### config.mk
export PLATFORM = sky130hd
export DESIGN_NAME = uart_tx_mmio
export DESIGN_NICKNAME = d
export VERILOG_FILES = /design/src/rtl/uart_tx_mmio.sv
export SDC_FILE = /design/constraint.sdc
export NUM_CORES = 1
export LEC_CHECK = 0
export ABC_AREA = 1
export CAP_MARGIN = 25
export CORE_MARGIN = 4
export CORE_UTILIZATION = 54
export CTS_BUF_LIST = sky130_fd_sc_hd__clkbuf_8 sky130_fd_sc_hd__clkbuf_16
export DETAILED_ROUTE_END_ITERATION = 16
export PLACE_DENSITY = 0.91
export SLEW_MARGIN = 40
export SYNTH_ARGS = -nofsm -noshare
export SYNTH_HDL_FRONTEND = slang
export SYNTH_SLANG_ARGS = --single-unit
### constraint.sdc
create_clock -name clock -period 3.2 [get_ports clock]
set_input_delay 0.32 -clock clock [delete_from_list [all_inputs] [get_ports clock]]
set_output_delay 0.32 -clock clock [all_outputs]
set_load 0.005 [all_outputs]
### src/rtl/uart_tx_mmio.sv
// -----------------------------------------------------------------------------
// uart_tx_mmio
//
// Memory-mapped console transmitter that answers on the core's data-memory
// store port, next to dmem. Stores to TX_ADDR are buffered in a FIFO and
// serialised as 8N1 frames, LSB first, on tx. STAT_ADDR reads back the FIFO
// level, the sticky overflow flag, busy, full and empty. The core's read mux
// selects DOUT over dmem data whenever hit is high.
//
// Parameters
//   CLKS_PER_BIT  clock cycles per UART bit (>= 2)
//   FIFO_DEPTH    FIFO entries (power of 2, >= 2)
//   TX_ADDR       word address of the TX data register
//   STAT_ADDR     word address of the status register
//
// Ports
//   clock   in   1   system clock, rising edge
//   clear   in   1   synchronous active-low reset
//   ADDR    in   8   word address from the MEM stage
//   DIN     in   32  store data; DIN[7:0] is the TX byte, DIN[3] clears overflow
//   wren    in   1   store strobe
//   func3   in   3   store width (unused: any store to TX_ADDR pushes a byte)
//   DOUT    out  32  registered read data, valid the cycle after ADDR
//   hit     out  1   ADDR decodes to one of this block's registers
//   tx      out  1   serial line, idles high, driven from a flop
//   busy    out  1   frame in progress or FIFO not empty
//
// Status word: {24'b0, level[3:0], overflow, busy, full, empty}
// -----------------------------------------------------------------------------
module uart_tx_mmio #(
  parameter int unsigned CLKS_PER_BIT = 16,
  parameter int unsigned FIFO_DEPTH   = 8,
  parameter logic [7:0]  TX_ADDR      = 8'hFF,
  parameter logic [7:0]  STAT_ADDR    = 8'hFE
) (
  input  logic        clock,
  input  logic        clear,
  input  logic [7:0]  ADDR,
  input  logic [31:0] DIN,
  input  logic        wren,
  input  logic [2:0]  func3,
  output logic [31:0] DOUT,
  output logic        hit,
  output logic        tx,
  output logic        busy
);

  localparam int unsigned AW = $clog2(FIFO_DEPTH);
  localparam int unsigned CW = $clog2(CLKS_PER_BIT);

  localparam logic [CW-1:0] CNT_LOAD = CW'(CLKS_PER_BIT - 1);
  localparam logic [CW-1:0] CNT_ONE  = CW'(1);
  localparam logic [AW:0]   PTR_ONE  = (AW + 1)'(1);

  localparam logic [1:0] ST_IDLE  = 2'd0;
  localparam logic [1:0] ST_START = 2'd1;
  localparam logic [1:0] ST_DATA  = 2'd2;
  localparam logic [1:0] ST_STOP  = 2'd3;

  // ---------------------------------------------------------------------------
  // Registers
  // ---------------------------------------------------------------------------
  logic [7:0]    r_mem [FIFO_DEPTH];
  logic [AW:0]   r_wp;
  logic [AW:0]   r_rp;
  logic          r_overflow;
  logic [7:0]    r_last_byte;
  logic [31:0]   r_dout;

  logic [1:0]    r_state;
  logic [CW-1:0] r_cnt;
  logic [2:0]    r_bit;
  logic [7:0]    r_shreg;
  logic          r_tx;

  // Next-state values for the serialiser
  logic [1:0]    w_state_d;
  logic [CW-1:0] w_cnt_d;
  logic [2:0]    w_bit_d;
  logic [7:0]    w_shreg_d;
  logic          w_tx_d;

  // ---------------------------------------------------------------------------
  // Decode and FIFO flags
  // ---------------------------------------------------------------------------
  logic          w_sel_tx;
  logic          w_sel_stat;
  logic          w_push_req;
  logic          w_push;
  logic          w_pop;
  logic          w_ovf_clr;
  logic          w_empty;
  logic          w_full;
  logic          w_busy;
  logic          w_bit_end;
  logic [AW:0]   w_level;
  logic [31:0]   w_level32;
  logic [3:0]    w_level_sat;
  logic [7:0]    w_head;
  logic [31:0]   w_rdata;
  logic          w_unused;

  // func3 and the upper store data never influence this block
  assign w_unused = ^{func3, DIN[31:8]};

  assign w_sel_tx   = (ADDR == TX_ADDR);
  assign w_sel_stat = (ADDR == STAT_ADDR);
  assign hit        = w_sel_tx | w_sel_stat;

  assign w_empty = (r_rp == r_wp);
  assign w_full  = (r_rp[AW] != r_wp[AW]) && (r_rp[AW-1:0] == r_wp[AW-1:0]);
  assign w_level = r_wp - r_rp;
  assign w_head  = r_mem[r_rp[AW-1:0]];

  assign w_level32   = 32'(w_level);
  assign w_level_sat = (w_level32 > 32'd15) ? 4'hF : w_level32[3:0];

  assign w_bit_end = (r_cnt == '0);
  assign w_busy    = (r_state != ST_IDLE) || !w_empty;

  // The serialiser pops from IDLE, or at the end of a stop bit to chain frames
  assign w_pop = !w_empty &&
                 ((r_state == ST_IDLE) || ((r_state == ST_STOP) && w_bit_end));

  // A pop on the same edge frees the slot, so a store into a full FIFO still lands
  assign w_push_req = wren && w_sel_tx;
  assign w_push     = w_push_req && (!w_full || w_pop);
  assign w_ovf_clr  = wren && w_sel_stat && DIN[3];

  // ---------------------------------------------------------------------------
  // Read mux (registered into DOUT)
  // ---------------------------------------------------------------------------
  always_comb begin
    w_rdata = 32'h0;
    if (w_sel_tx) begin
      w_rdata = {24'h0, r_last_byte};
    end else if (w_sel_stat) begin
      w_rdata = {24'h0, w_level_sat, r_overflow, w_busy, w_full, w_empty};
    end
  end

  // ---------------------------------------------------------------------------
  // FIFO storage: no reset needed, validity is tracked by the pointers
  // ---------------------------------------------------------------------------
  always_ff @(posedge clock) begin
    if (clear && w_push) begin
      r_mem[r_wp[AW-1:0]] <= DIN[7:0];
    end
  end

  // ---------------------------------------------------------------------------
  // FIFO pointers, status and read data
  // ---------------------------------------------------------------------------
  always_ff @(posedge clock) begin
    if (!clear) begin
      r_wp        <= '0;
      r_rp        <= '0;
      r_overflow  <= 1'b0;
      r_last_byte <= 8'h00;
      r_dout      <= 32'h0;
    end else begin
      if (w_push) begin
        r_wp        <= r_wp + PTR_ONE;
        r_last_byte <= DIN[7:0];
      end
      if (w_pop) begin
        r_rp <= r_rp + PTR_ONE;
      end
      if (w_push_req && !w_push) begin
        r_overflow <= 1'b1;
      end else if (w_ovf_clr) begin
        r_overflow <= 1'b0;
      end
      r_dout <= w_rdata;
    end
  end

  // ---------------------------------------------------------------------------
  // Serialiser next state. tx is computed one edge ahead so it comes from a flop.
  // ---------------------------------------------------------------------------
  always_comb begin
    w_state_d = r_state;
    w_cnt_d   = r_cnt;
    w_bit_d   = r_bit;
    w_shreg_d = r_shreg;
    w_tx_d    = r_tx;

    case (r_state)
      ST_IDLE: begin
        w_tx_d = 1'b1;
        if (!w_empty) begin
          w_shreg_d = w_head;
          w_state_d = ST_START;
          w_cnt_d   = CNT_LOAD;
          w_tx_d    = 1'b0;
        end
      end

      ST_START: begin
        if (w_bit_end) begin
          w_state_d = ST_DATA;
          w_cnt_d   = CNT_LOAD;
          w_bit_d   = 3'd0;
          w_tx_d    = r_shreg[0];
        end else begin
          w_cnt_d = r_cnt - CNT_ONE;
        end
      end

      ST_DATA: begin
        if (w_bit_end) begin
          w_cnt_d   = CNT_LOAD;
          w_shreg_d = {1'b0, r_shreg[7:1]};
          if (r_bit == 3'd7) begin
            w_state_d = ST_STOP;
            w_tx_d    = 1'b1;
          end else begin
            w_bit_d = r_bit + 3'd1;
            // Next data bit is the one about to shift into position 0
            w_tx_d  = r_shreg[1];
          end
        end else begin
          w_cnt_d = r_cnt - CNT_ONE;
        end
      end

      ST_STOP: begin
        if (w_bit_end) begin
          if (!w_empty) begin
            // Back-to-back frame: no idle gap
            w_shreg_d = w_head;
            w_state_d = ST_START;
            w_cnt_d   = CNT_LOAD;
            w_tx_d    = 1'b0;
          end else begin
            w_state_d = ST_IDLE;
            w_cnt_d   = CNT_LOAD;
            w_tx_d    = 1'b1;
          end
        end else begin
          w_cnt_d = r_cnt - CNT_ONE;
        end
      end

      default: begin
        w_state_d = ST_IDLE;
        w_cnt_d   = CNT_LOAD;
        w_tx_d    = 1'b1;
      end
    endcase
  end

  always_ff @(posedge clock) begin
    if (!clear) begin
      r_state <= ST_IDLE;
      r_cnt   <= CNT_LOAD;
      r_bit   <= 3'd0;
      r_shreg <= 8'h00;
      r_tx    <= 1'b1;
    end else begin
      r_state <= w_state_d;
      r_cnt   <= w_cnt_d;
      r_bit   <= w_bit_d;
      r_shreg <= w_shreg_d;
      r_tx    <= w_tx_d;
    end
  end

  assign tx   = r_tx;
  assign busy = w_busy;
  assign DOUT = r_dout;

endmodule
==> Word level (Yosys, flattened, before mapping) <==
Memories as Yosys holds them, arrays and structs flattened. A register that Yosys moved wholly into a read port is not among the register bits.
Index checks and enable logic that the tools add are counted.
{ "totals": {"elab_cells": 95, "reg_bits": 67, "mem_bits_rw": 64, "mem_count": 1} }
{ "memory_table": {"columns": ["name", "depth", "word_bits", "read_ports", "rd_clocked_by_memory_dff", "wr", "line", "rtl"], "rows": [
  ["r_mem", 8, 8, 1, 1, 1, "63", "logic [7:0] r_mem [FIFO_DEPTH];"]
]} }
{ "classes": {"muxes": 33, "n_eq_ne": 15, "addsub": 5, "bitwise": 2, "reduce_logical": 27, "order_cmp": 1} }
{ "ops": {"columns": ["operator", "count"], "rows": [
  ["2-to-1 mux 8 bit", 5],
  ["case mux 8 bit (3 select lines)", 1],
  ["== test 8 bit, second input constant", 2],
  ["2-to-1 mux 3 bit", 5],
  ["2-to-1 mux 4 bit", 3],
  ["inequality test 2 bit, second input constant", 6],
  ["2-to-1 mux 1 bit", 10],
  ["2-to-1 mux 2 bit", 5],
  ["logical AND 1 bit", 9],
  ["adder 4 x 1 -> 4 bit, second input constant", 2],
  ["case mux 2 bit (4 select lines)", 1],
  ["case mux 4 bit (2 select lines)", 1],
  ["case mux 3 bit (2 select lines)", 1],
  ["AND reduction 3 bit", 2],
  ["nonzero test 2 bit", 3],
  ["AND reduction 5 bit", 1],
  ["== test 2 bit, second input constant", 2],
  ["== test 4 bit", 1],
  ["greater-than comparator 4 bit, second input constant", 1],
  ["logical NOT 4 bit", 1],
  ["case mux 1 bit (4 select lines)", 1],
  ["AND reduction 4 bit", 1],
  ["subtractor 4 x 1 -> 4 bit, second input constant", 1],
  ["subtractor 4 bit", 1],
  ["other kinds (13)", 17]
]} }

==> Depth between registers and ports, before layout <==
Gate-level depths: netlist (run 1).
{ "depth": {"ltp_word": 9, "ltp_mapped": 11, "ltp_nobuf": 11} }

==> Least setup slack after synthesis (run 1) <==
No wires, ideal clock.
{ "synth_timing": {"kind": "register -> register", "from": "register r_wp[0]", "to": "memory r_mem[0][0], enable pin", "path_slack_ns": 0.922, "stages_incl_launch_ff": 11, "t_required_ns": 2.817, "path_buffers": 1, "synth_period_minus_slack_ns": 2.278, "t_arrival_ns": 1.895, "path_cell_list": "dfxtp_1 inv_1 ha_1 nand3_2 inv_2 nand2_2 nor2_4 inv_2 nand2_4 buf_6 nor3_1"} }
{ "synth_via": {"elab_chain_len": 8} }
{ "synth_lines": {"columns": ["element", "line", "rtl"], "rows": [
  ["from (decl)", "64", "logic [AW:0] r_wp;"],
  ["from (signal assigned)", "163", "r_wp <= r_wp + PTR_ONE;"],
  ["== test 4 bit / == test 3 bit (equally long branches)", "110, 111", null],
  ["logical NOT 1 bit / logical AND 1 bit (equally long branches)", null, null],
  ["logical AND 1 bit / logical NOT 1 bit (equally long branches)", "122, 127", null],
  ["logical OR 1 bit", "127", "assign w_push = w_push_req && (!w_full || w_pop);"],
  ["logical AND 1 bit", "127", null],
  ["logical AND 1 bit", "146", "if (clear && w_push) begin"],
  ["2-to-1 mux 1 bit", "146", null],
  ["2-to-1 mux 1 bit (not written as such)", "147", "r_mem[r_wp[AW-1:0]] <= DIN[7:0];"],
  ["to (decl)", "63", null]
]} }
Several ways; a longest one is shown, not always the timed one.

==> Worst setup path after layout (run 1) <==
{ "layout_timing": {"from": "register r_wp[0]", "to": "output busy"} }
{ "layout_via": {"elab_chain_len": 3} }
{ "layout_lines": {"columns": ["element", "line", "rtl"], "rows": [
  ["== test 4 bit", "110", "assign w_empty = (r_rp == r_wp);"],
  ["logical NOT 1 bit", null, null],
  ["logical OR 1 bit", "119", "assign w_busy = (r_state != ST_IDLE) || !w_empty;"],
  ["to (decl)", "45", "output logic busy"]
]} }
Every way passes these cells.

==> results.cfg, run 1 <==
[grt]
met1_usage_pct = 24.3
grt_antenna_before_repair = 0
use_met3_pct = 3.55
grt_pass1_wl_um = 18500
grt_max_degree = 33
met2_usage_pct = 36.7
track_usage_pct = 20.7
top_usage_layer = met2
grt_pass1_vias = 3975
grt_overflow_total = 0

[critical_path]
start_kind = register
slowest_delay_ns = 0.55
worstPathArrival_ns = 2.40
end_kind = output port
worstSetupPathType = reg -> out
cp_slowest_cell = clkdlybuf4s50_1
startpoint = r_wp[0]$_SDFFE_PN0N_
crit_chain = inv_1, ha_1, nand3_2, nor2_2, nand2_1, clkdlybuf4s50_1
path_max_fanout = 13
reg2reg_from = r_wp[0]$_SDFFE_PN0N_
worstPathRequired_ns = 2.88

[timing]
final_hold_viol_count = 0
fmax_ghz = 0.367
tightestPinTransition_ns = 0.772
rsz0062_at_grt = false
fin_tns_setup_ns = 0
finClkSkew_ns = 0.0152
timing.final.crit_share_pct = 85.1
setup_slack_ns = 0.478
period_needed_ns = 2.72
slew_viol_final = 0
maxSlewHeadroom_pct = 48.2
setup_viol = 0

[finish]
multi_input_area_um2 = 1920
n_antenna_cell = 0
n_fill_cell = 685
ff_latch_area_um2 = 2840
fin_nets = 665
final_area_um2 = 5650
drive_gt1_share_pct = 7.54
layout-area-overhead-vs-synth_pct = 10.3

[clock_network]
ctsResizeCount = 0
cts_made_buffers = 9
h-tree-depth = 3
hold_buffers = 0
postCtsSetupBuffers = 0
insertion_delay_ns = 0.39
cts-root-buf = clkbuf_8
cts_sinks = 110
clkSlewWorstSetupHoldPaths_ns = 0.11
cts_tree = yes
cts_buffer_depth = 2

[place]
gp_congestion = 0.841
place_area_um2 = 5430
io_buffers = 29
post-dp-hpwl_um = 7800
place_ws_ns = 0.436

[detailed_routing]
ant_nets = 0
vias_per_cell = 5.38
drc_errors = 0
drt-initial-drc-count = 307
drt_wl_total_um = 11100
vias = 3976
wire_per_inst_um = 15.0
first_pass_iters = 5

[floorplan]
initial_utilization_pct = 55.5
placementRows = 35
fp.dieArea_um2 = 11100
coreArea_um2 = 9240
io_pins = 81
die_x_um = 105
die_height_um = 105

[power_and_ir_drop]
power.density_nw_per_um2 = 718
ir_drop_mv = 0.328
power.internal_mw = 2.41
p_clk_share_pct = 21.3
seq_power_share_pct = 41.1
p_sw_mw = 1.65
netSwitchingFraction_pct = 40.5
p_leak_nw = 2.35
combPwrFrac_pct = 37.6

[synth]
synth_edf_count = 64
avgSynthCellArea_um2 = 8.88
ys_seq_area_share_pct = 55.5
netlist_instances = 577
syn-cell-area_um2 = 5120
yosysWarnings = 0
synth-main-ff-cell = edfxtp_1
synth_seq_cells = 110
synthArstFlopShare_pct = 0
synth.distinct_cells = 37

[flow_run]
drv_cap = 0

[status]
run_status = finished clean

[worst_hold_path]
hp-class = reg -> reg
min_from = r_last_byte[6]$_SDFFE_PN0N_
[per-stage QoR]
step | utilization [%] | total power [mW] | hold WS [ns] | instances
CTS | 61.2 | 4.04 | 0.482 | 739
global route | 61.2 | 4.32 | 0.506 | 739
detailed placement | 58.8 | 3.19 | 0.468 | 723
finish | 61.2 | 4.06 | 0.481 | 739
floorplan | - | 2.85 | 0.419 | 600
global placement | 58.8 | 3.09 | 0.455 | 723
[power by group through the flow]
stage,clock [mW],sequential [mW],combinational [mW]
global route,0.926,1.67,1.72
floorplan,0,1.67,1.18
finish,0.864,1.67,1.53
CTS,0.863,1.66,1.51
global placement,0,1.68,1.41
detailed placement,0,1.69,1.50
[routing by layer]
layer  vias up  wire length [µm]
met5         -                 0
met4         0               362
met3        36               828
met2       205              5680
met1      1850              4230
li1       1885                 -
[worst paths after layout]
check	to	slack [ns]	cells past startpoint
max	busy	0.48	6
min	DOUT[6]$_SDFF_PN0_	0.48	2
max reg2reg	r_mem[6][4]$_DFFE_PP_	0.49	9
min reg2reg	DOUT[6]$_SDFF_PN0_	0.48	2
[logic make-up (layout without fill, tap and decap cells)]
logic type | count (synthesis) | count (layout) | share of synthesized area (%)
other | 1 | 24 | 0.0732
adders and majority gates | 14 | 14 | 3.56
DFF | 110 | 110 | 55.5
AOI/OAI and AO/OA | 48 | 48 | 5.22
buffers and inverters | 85 | 95 | 8.74
and+or+nand+nor | 314 | 314 | 26.1
xor gates and xnor gates | 5 | 5 | 0.854
[worst max-delay path: cells and delay by family, from the launching register on]
family / cells / cell delay [ns]
adders and majority gates: 1 / 0.33
DFF: 1 / 0.43
buffers and inverters: 2 / 0.68
and+or+nand+nor: 3 / 0.59
[flip-flops by register name, summed over array words and instances, names as in the netlist, named ones only]
register,cells
r_shreg,8
r_rp,4
r_bit,3
r_wp,4
r_mem,64
r_last_byte,8
r_overflow,1
tx,1
r_state,2
r_cnt,4
DOUT,8
[synth_stat cells, types with 4 or more instances]
cell / number / area, µm²
ha_1: 13 / 163
xor2_1: 4 / 35.0
inv_1: 36 / 135
dfxtp_1: 46 / 921
a21oi_1: 22 / 110
clkbuf_1: 6 / 22.5
nor2_1: 50 / 188
edfxtp_1: 64 / 1920
nand3_1: 57 / 285
buf_2: 6 / 30.0
o21ai_0: 18 / 90.1
nand2_1: 187 / 702
nand2_2: 4 / 25.0
buf_4: 28 / 210
[cells in the final DEF, fill, tap and decap left out, types with 2 or more instances in the layout]
| master | n |
|---|---|
| nor2_2 | 3 |
| nor2_4 | 2 |
| ha_1 | 13 |
| nand2_4 | 2 |
| clkdlybuf4s50_1 | 29 |
| conb_1 | 24 |
| clkinv_1 | 2 |
| inv_8 | 2 |
| nor3_1 | 3 |
| clkbuf_8 | 9 |
| nor2_1 | 50 |
| nand3_1 | 57 |
| edfxtp_1 | 64 |
| buf_4 | 8 |
| dfxtp_1 | 46 |
| nand3_2 | 2 |
| o21ai_0 | 18 |
| nand2_1 | 187 |
| xor2_1 | 4 |
| inv_2 | 4 |
| o211ai_1 | 3 |
| a21oi_1 | 22 |
| clkinv_8 | 4 |
| nand2_2 | 4 |
| inv_1 | 35 |
[area by class of cell]
cell class                 instances  area share [%]
sequential                       110            50.3
inverter                          42            2.81
multi-input combinational        405            34.0
clock inverter                     7            1.70
timing repair buffer              37            6.20
clock buffer                       9            2.19
tap                              129            2.85
Note: power is estimated with default switching activity, not from simulation.
==> inputs of run 2 (changes only) <==
--- a/config.mk
+++ b/config.mk
@@ -11,6 +11,7 @@
 export CORE_UTILIZATION = 54
 export CTS_BUF_LIST = sky130_fd_sc_hd__clkbuf_8 sky130_fd_sc_hd__clkbuf_16
 export DETAILED_ROUTE_END_ITERATION = 16
+export MAX_ROUTING_LAYER = met4
 export PLACE_DENSITY = 0.91
 export SLEW_MARGIN = 40
 export SYNTH_ARGS = -nofsm -noshare
==> run 2 against run 1 <==
Total power hardly changed. Global-route usage is 0.56 points higher. Combinational power hardly changed. Clock power hardly changed. Cell area stayed put. Clock skew is 0.00054 ns higher. Clock-buffer cell count stayed put. Sequential share of layout area stayed put.
==> results.cfg, run 2 (synthesized netlist as in run 1, its figures left out) <==
[detailed_routing]
vias = 3965
drc_errors = 0
first_pass_iters = 5
vias_per_cell = 5.37
ant_nets = 0
drt-initial-drc-count = 288
drt_wl_total_um = 11100
wire_per_inst_um = 15.0

[clock_network]
postCtsSetupBuffers = 0
hold_buffers = 0
insertion_delay_ns = 0.39
cts-root-buf = clkbuf_8
clkSlewWorstSetupHoldPaths_ns = 0.11
ctsResizeCount = 0
cts_tree = yes
cts_sinks = 110
h-tree-depth = 3
cts_buffer_depth = 2
cts_made_buffers = 9

[grt]
use_met3_pct = 2.88
grt_overflow_total = 0
grt_pass1_vias = 3983
met1_usage_pct = 24.2
top_usage_layer = met2
met2_usage_pct = 36.8
grt_pass1_wl_um = 18400
track_usage_pct = 21.2
grt_max_degree = 33
grt_antenna_before_repair = 0

[critical_path]
slowest_delay_ns = 0.55
cpLargestDelayFamily = buffers and inverters
cp_slowest_cell = clkdlybuf4s50_1
worst-path-buf-inv = 2
worstSetupPathType = reg -> out
crit_chain = inv_1, ha_1, nand3_2, nor2_2, nand2_1, clkdlybuf4s50_1
path_max_fanout = 13
start_kind = register
worstPathRequired_ns = 2.88
end_kind = output port
worstPathArrival_ns = 2.39

[power_and_ir_drop]
p_leak_nw = 2.35
ir_drop_mv = 0.330
power_mw = 4.06
power.density_nw_per_um2 = 718

[finish]
fin_nets = 665
n_antenna_cell = 0
largest_register_ffs = 64
drive_gt1_share_pct = 7.54
layout-area-overhead-vs-synth_pct = 10.3
final_cell_mix = nand2_1 (187), edfxtp_1 (64), nand3_1 (57)
final_common_cell = nand2_1
final_cells = 739

[floorplan]
io_pins = 81
die_x_um = 105
fp.dieArea_um2 = 11100
initial_utilization_pct = 55.5
die_height_um = 105
coreArea_um2 = 9240
placementRows = 35

[timing]
maxSlewHeadroom_pct = 48.0
slew_viol_final = 0
timing.final.crit_share_pct = 84.8
finClkSkew_ns = 0.0158
fin_tns_setup_ns = 0
tightestPinTransition_ns = 0.775
period_needed_ns = 2.71
final_hold_viol_count = 0
rsz0062_at_grt = false
setup_viol = 0
fmax_ghz = 0.369

[place]
gp_congestion = 0.854
io_buffers = 29
dp_cells = 723
post-dp-hpwl_um = 7800

[worst_hold_path]
hp-class = reg -> reg

[flow_run]
drv_cap = 0

[status]
run_status = finished clean
## run 2: cell counts in the layout (fill, tap and decap cells not counted)
Identical to the previous run, type by type.
## run 2: worst paths after layout
kind / start / endpoint / slack, ns / depth (start not counted)
setup / recovery: r_wp[0]$_SDFFE_PN0N_ / busy / 0.49 / 6
hold / removal: r_last_byte[6]$_SDFFE_PN0N_ / DOUT[6]$_SDFF_PN0_ / 0.48 / 2
setup reg to reg: r_wp[0]$_SDFFE_PN0N_ / r_mem[6][4]$_DFFE_PP_ / 0.51 / 9
hold reg to reg: r_last_byte[6]$_SDFFE_PN0N_ / DOUT[6]$_SDFF_PN0_ / 0.48 / 2
## run 2: where the power goes
group | switching, mW | internal [mW]
Clock | 0.540 | 0.323
Sequential | 0.0729 | 1.59
Combinational | 1.03 | 0.498
## run 2: per-stage QoR
stage | hold slack, ns | setup slack, ns | instance area [µm²] | utilization, %
2_1_floorplan | 0.419 | 0.922 | 5210 | -
3_3_place_gp | 0.455 | 0.588 | 5430 | 58.8
3_5_place_dp | 0.468 | 0.436 | 5430 | 58.8
4_1_cts | 0.482 | 0.489 | 5650 | 61.2
5_1_grt | 0.506 | 0.341 | 5650 | 61.2
6_report | 0.484 | 0.487 | 5650 | 61.2
## run 2: cell type report
| cell class | instances | area [µm²] |
|---|---|---|
| clock buffer | 9 | 124 |
| timing repair buffer | 37 | 350 |
| inverter | 42 | 159 |
| multi-input combinational | 405 | 1920 |
| clock inverter | 7 | 96.3 |
| sequential | 110 | 2840 |
| tap | 129 | 161 |
| fill | 685 | 3590 |
## run 2: tightest hold or removal path, stage by stage (launching register included)
cell	delay, ns
dfxtp_1	0.32
nand2_1	0.06
a21oi_1	0.06
## run 2: metal layers
| layer | vias up | wire length (µm) |
|---|---|---|
| met4 | 0 | 351 |
| li1 | 1889 | - |
| met1 | 1871 | 4360 |
| met2 | 173 | 5660 |
| met5 | - | 0 |
| met3 | 32 | 703 |
